--- src/rtl/beat_timer_pkg.sv ---
// Shared metronome types: beat-period and bar-position widths, run/idle state.
// Latency: n/a (types and pure functions only).
// Backpressure: n/a.
package beat_timer_pkg;

    localparam int BPM_TICKS_W = 26;
    localparam int BAR_W       = 3;

    typedef enum logic {
        IDLE,
        RUN
    } state_t;

    // Floor a requested beat period so the down-counter can never stall at 0.
    function automatic logic [BPM_TICKS_W-1:0] clamp_ticks(
        input logic [BPM_TICKS_W-1:0] ticks,
        input logic [BPM_TICKS_W-1:0] min_ticks
    );
        return (ticks < min_ticks) ? min_ticks : ticks;
    endfunction

endpackage

--- src/rtl/click_tone_gen.sv ---
// Click envelope plus square-wave tone; a beat (re)starts a full-length click.
// Latency: click_active rises 1 clk after beat; tone starts low, first toggle after one half-period.
// Backpressure: none; a beat during an active click retriggers it from full length.
module click_tone_gen #(
    parameter int CLICK_TICKS      = 1200000,
    parameter int TONE_HALF        = 12000,
    parameter int ACCENT_TONE_HALF = 6000
) (
    input  logic clk,
    input  logic rst,
    input  logic clear,
    input  logic beat,
    input  logic accent,
    output logic click_active,
    output logic tone
);

    localparam int HALF_MAX = (TONE_HALF > ACCENT_TONE_HALF) ? TONE_HALF : ACCENT_TONE_HALF;
    localparam int CW       = $clog2(CLICK_TICKS + 1);
    localparam int HW       = $clog2(HALF_MAX + 1);

    logic [CW-1:0] click_cnt;
    logic [HW-1:0] half_cnt;
    logic [HW-1:0] half_load;
    logic          accent_q;
    logic          tone_q;

    // Pitch is chosen from the accent latched at the start of the click.
    assign half_load = accent_q ? HW'(ACCENT_TONE_HALF - 1) : HW'(TONE_HALF - 1);

    // Envelope countdown and tone divider; divider only runs while the click is live.
    always_ff @(posedge clk or posedge rst) begin
        if (rst) begin
            click_cnt <= '0;
            half_cnt  <= '0;
            accent_q  <= 1'b0;
            tone_q    <= 1'b0;
        end else if (clear) begin
            click_cnt <= '0;
            half_cnt  <= '0;
            accent_q  <= 1'b0;
            tone_q    <= 1'b0;
        end else if (beat) begin
            click_cnt <= CW'(CLICK_TICKS);
            accent_q  <= accent;
            half_cnt  <= accent ? HW'(ACCENT_TONE_HALF - 1) : HW'(TONE_HALF - 1);
            tone_q    <= 1'b0;
        end else if (click_cnt != '0) begin
            click_cnt <= click_cnt - CW'(1);
            if (half_cnt == '0) begin
                tone_q   <= ~tone_q;
                half_cnt <= half_load;
            end else begin
                half_cnt <= half_cnt - HW'(1);
            end
        end
    end

    assign click_active = (click_cnt != '0);
    // Gate with the envelope so no residual level is left on the speaker pin.
    assign tone = tone_q & click_active;

endmodule

--- src/rtl/beat_timer.sv ---
// Metronome: counts the latched beat period down, emits beat/accent/bar index, drives click tone.
// Latency: first beat 1 clk after enable seen; restart beat 1 clk after strobe; beats eff clocks apart.
// Backpressure: none; bpm_ticks is sampled only at each beat so changes never shorten a beat.
module beat_timer
    import beat_timer_pkg::*;
#(
    parameter int FREQ             = 24000000,
    parameter int CLICK_TICKS      = FREQ / 20,
    parameter int TONE_HALF        = FREQ / 2000,
    parameter int ACCENT_TONE_HALF = FREQ / 4000,
    parameter int MIN_TICKS        = 2
) (
    input  logic                   clk,
    input  logic                   rst,
    input  logic                   enable,
    input  logic                   restart,
    input  logic [BPM_TICKS_W-1:0] bpm_ticks,
    input  logic [BAR_W-1:0]       beats_per_bar,
    output logic                   beat,
    output logic                   accent,
    output logic [BAR_W-1:0]       beat_index,
    output logic                   click_active,
    output logic                   tone
);

    state_t                 state;
    logic [BPM_TICKS_W-1:0] cnt;
    logic [BPM_TICKS_W-1:0] eff;
    logic [BAR_W-1:0]       next_index;
    logic                   next_accent;

    assign eff = clamp_ticks(bpm_ticks, BPM_TICKS_W'(MIN_TICKS));

    // Bar position for the upcoming beat: restart forces 0, otherwise advance and wrap.
    always_comb begin
        next_index = '0;
        if (!restart && beats_per_bar > BAR_W'(1) &&
            ({1'b0, beat_index} + 4'd1) < {1'b0, beats_per_bar}) begin
            next_index = beat_index + BAR_W'(1);
        end
        next_accent = (next_index == '0) && (beats_per_bar != '0);
    end

    // Run/idle FSM with the beat down-counter and registered beat outputs.
    always_ff @(posedge clk or posedge rst) begin
        if (rst) begin
            state      <= IDLE;
            cnt        <= '0;
            beat       <= 1'b0;
            accent     <= 1'b0;
            beat_index <= '0;
        end else begin
            case (state)
                IDLE: begin
                    beat       <= 1'b0;
                    accent     <= 1'b0;
                    beat_index <= '0;
                    cnt        <= '0;
                    if (enable) begin
                        state      <= RUN;
                        beat       <= 1'b1;
                        accent     <= (beats_per_bar != '0);
                        beat_index <= '0;
                        cnt        <= eff - BPM_TICKS_W'(1);
                    end
                end
                RUN: begin
                    if (!enable) begin
                        state      <= IDLE;
                        beat       <= 1'b0;
                        accent     <= 1'b0;
                        beat_index <= '0;
                        cnt        <= '0;
                    end else if (restart || cnt == '0) begin
                        beat       <= 1'b1;
                        accent     <= next_accent;
                        beat_index <= next_index;
                        cnt        <= eff - BPM_TICKS_W'(1);
                    end else begin
                        beat   <= 1'b0;
                        accent <= 1'b0;
                        cnt    <= cnt - BPM_TICKS_W'(1);
                    end
                end
                default: state <= IDLE;
            endcase
        end
    end

    click_tone_gen #(
        .CLICK_TICKS      (CLICK_TICKS),
        .TONE_HALF        (TONE_HALF),
        .ACCENT_TONE_HALF (ACCENT_TONE_HALF)
    ) u_click (
        .clk          (clk),
        .rst          (rst),
        .clear        (~enable),
        .beat         (beat),
        .accent       (accent),
        .click_active (click_active),
        .tone         (tone)
    );

endmodule

--- config.mk ---
export PLATFORM = sky130hd
export DESIGN_NAME = beat_timer
export DESIGN_NICKNAME = d
export VERILOG_FILES = /design/src/rtl/beat_timer_pkg.sv /design/src/rtl/click_tone_gen.sv /design/src/rtl/beat_timer.sv
export SDC_FILE = /design/constraint.sdc
export NUM_CORES = 1
export LEC_CHECK = 0
export CORE_MARGIN = 8
export CORE_UTILIZATION = 53
export DETAILED_ROUTE_END_ITERATION = 8
export GPL_ROUTABILITY_DRIVEN = 0
export PLACE_DENSITY = 0.78
export SLEW_MARGIN = 5
export SYNTH_ARGS = -nofsm -noshare
export SYNTH_HDL_FRONTEND = slang
export SYNTH_HIERARCHICAL = 1
export SYNTH_SLANG_ARGS = --single-unit
export TNS_END_PERCENT = 10
--- constraint.sdc ---
create_clock -name clk -period 2.3 [get_ports clk]
set_input_delay 0.46 -clock clk [delete_from_list [all_inputs] [get_ports clk]]
set_output_delay 0.46 -clock clk [all_outputs]
set_load 0.01 [all_outputs]
==> flow_summary.toml <==
[status]
status = "complete, but fails checks"
violations = "negative setup slack"

[grt]
grt_pass1_wl_mm = 21.01
grt_max_degree = 38
grt_overflow_total = 0
grt_pass1_vias = 4626
antenna_found_initial = 0
track_usage = 0.2225

[yosys]
synth.avg_cell_area_sq_um = 9.117
synth_edf_count = 0
netlist_top_cells_count = "dfrtp_1 (69), nor2_1 (57), xnor2_1 (34), nor3_1 (31), a21oi_1 (27)"
synth.net_count = 526
synth-seq-cells = 69
yosysUniqueCellTypes = 67
synth_area_leaders = "dfrtp_1 (39%), xnor2_1 (6.7%), nor2_1 (4.8%)"
synth_flop_cell = "dfrtp_1"
ys_seq_area_frac = 0.3905
syn_area_sq_um = 4422
ys_warn_count = 6
synth_top_area_frac = 0.3905
synth_largest_area_cell = "dfrtp_1"
synth.most_common_cell = "dfrtp_1"
syn-instance-count = 485
synthArstFlopShare = 1.000

[cells_and_area]
multi_input_area_sq_um = 2694
ff_latch_area_sq_um = 1727
nNetsFinal = 681
fillers = 562
drive_gt1_frac = 0.3116
diodes = 0
syn2layout_area_growth_pct = 38.94
utilization = 0.7553

[sta]
fin_crit_ns = 2.554
fmax_mhz = 391.5
skew_ns = 0.01131
worst_slack_ns = -0.2544
relSlewSlack = 0.6524
finalSetupTns_ns = -1.119
hold_viol_final = 0
fin_crit_sh = 1.111
rsz0062_at_grt = "true"
tightest_slew_ns = 0.5167
setup_viol = 11
slew_violations = 0

[clocking]
htreeDepth = 3
cts_tree = "yes"
cts_hold_buf = 0
cts_root_buf = "clkbuf_8"
cts.sinks = 69
numCtsBuffers = 9
path_clk_slew_ns = 0.08
clockBufferDepth = 2
clock_latency_ns = 0.35

[floorplan]
dieArea_sq_um = 11520
placementRows = 33
dieHeight_um = 107.3
start_util = 0.5436
coreArea_sq_um = 8134
io_pins = 40
fp.dieW_um = 107.3

[power]
p_clk_frac = 0.280
p_int_uw = 2405
p_per_area_nw_per_um2 = 586.5
p_comb_frac = 0.321
p_leak_uw = 0.002638
p_sw_uw = 1198
p_seq_frac = 0.399
netSwitchingFraction = 0.3325
max-vdd-ir-drop_uv = 294.1

[run]
max_cap_violations = 0

[drt]
dr.first_iter.drc_count = 285
routed_via_density = 6.023
drt-pass1-iter-count = 5
vias = 4517
ant_nets = 0
route.detailed.drc = 0
routed_wl_mm = 13.28
wl_per_cell_um = 17.71

[place]
hpwl_mm = 8.895
numPortBuffers = 39

[setup_path]
critPathLaunchType = "flop"
regToRegStartpoint = "u_click/click_cnt[13]$_DFFE_PP0P_"
criticalPathCategory = "flop to flop"
critical_path.startpoint = "u_click/click_cnt[13]$_DFFE_PP0P_"
endpoint_kind = "flop"
cp_max_fo = 2
arrival_ns = 2.80
required_ns = 2.54

[worst_hold_path]
hp-class = "input port to asynchronous set/reset pin"
## power by group through the flow
| stage | clock (uW) | sequential (uW) | combinational [uW] |
|---|---|---|---|
| finish | 1010 | 1440 | 1160 |
| global route | 1090 | 1450 | 1250 |
| CTS | 1020 | 1430 | 1080 |
| detailed placement | 0 | 1450 | 1040 |
| global placement | 0 | 1440 | 1010 |
| floorplan | 0 | 1440 | 613 |
## per-layer routing
layer  track usage  up-vias  part of all wire
met3       0.04251       24             0.055
met5             0        -                 0
met4        0.1051        0             0.017
met1        0.2587     2209              0.39
met2        0.3861      185              0.54
li1              -     2099                 -
## stage by stage
step / hold slack, ns / cells / worst slack, ns / total power [uW] / area (sq um)
final: 0.5205 / 750 / -0.2544 / 3603 / 6143
after global routing: 0.5189 / 750 / -0.3535 / 3791 / 6143
after CTS: 0.4865 / 730 / -0.2708 / 3524 / 5889
after detailed placement: 0.5167 / 703 / -0.7727 / 2494 / 5567
after global placement: 0.4961 / 703 / -0.6967 / 2453 / 5567
after floorplan: 0.4715 / 485 / -0.3848 / 2055 / 4429
## final timing paths
check / to / depth (start not counted) / slack, ns
setup / recovery: u_click/click_cnt[13]$_DFFE_PP0P_ / 17 / -0.25
hold / removal: cnt[10]$_DFF_PP0_ / 3 / 0.52
setup reg to reg: u_click/click_cnt[13]$_DFFE_PP0P_ / 17 / -0.25
hold reg to reg: cnt[0]$_DFF_PP0_ / 1 / 0.53
max in group asynchronous: u_click/half_cnt[5]$_DFFE_PP0P_ / 3 / 1.42
min in group clk: cnt[21]$_DFF_PP0_ / 4 / 0.52
## layout by cell type (no fill, tap or decap), types with 18 or more instances in the layout
master / instances
buf_4: 112
dfrtp_1: 69
nor2_1: 55
xnor2_1: 34
nor3_1: 27
a21oi_1: 27
o22ai_1: 22
xor2_1: 21
nand2_1: 20
clkdlybuf4s50_1: 18
## cell families after synthesis
family	after synthesis	synth area share
simple gates	204	0.2688
mux	3	0.006791
compound gates	109	0.1650
buf+inv	35	0.03339
xor+xnor	57	0.1129
fa+ha+maj	8	0.02264
flops	69	0.3905
## cell type report
cell class / instances / share of cell area
clock inverter: 6 / 0.01018
sequential: 69 / 0.2811
tap: 105 / 0.02138
inverter: 18 / 0.01100
multi-input combinational: 381 / 0.4385
clock buffer: 10 / 0.02240
timing repair buffer: 161 / 0.2155
## critical path: stages (launching register included)
cell and delay [ns]:
dfrtp_1 0.39, buf_4 0.13, buf_4 0.13, buf_4 0.13
buf_4 0.13, buf_4 0.12, buf_4 0.12, buf_4 0.12
buf_4 0.12, buf_4 0.12, buf_4 0.12, buf_4 0.12
buf_4 0.12, buf_4 0.12, buf_4 0.12, buf_4 0.12
xor2_1 0.15, nor2_1 0.05
## state kept, by name (all words and copies together) (netlist names)
register and cells:
cnt 26, u_click/click_cnt 21, u_click/half_cnt 14, beat_index 3
accent 1, beat 1, state 1, u_click/accent_q 1
u_click/tone_q 1
## timing repair
item / 4_1_cts / 5_1_grt
gates cloned: 0 / 0
pin swaps: 17 / 15
setup endpoints to repair: 19 / 31
setup buffers: 11 / 20
resized for setup: 68 / 28
No activity file was read; power rests on OpenSTA's default activity.
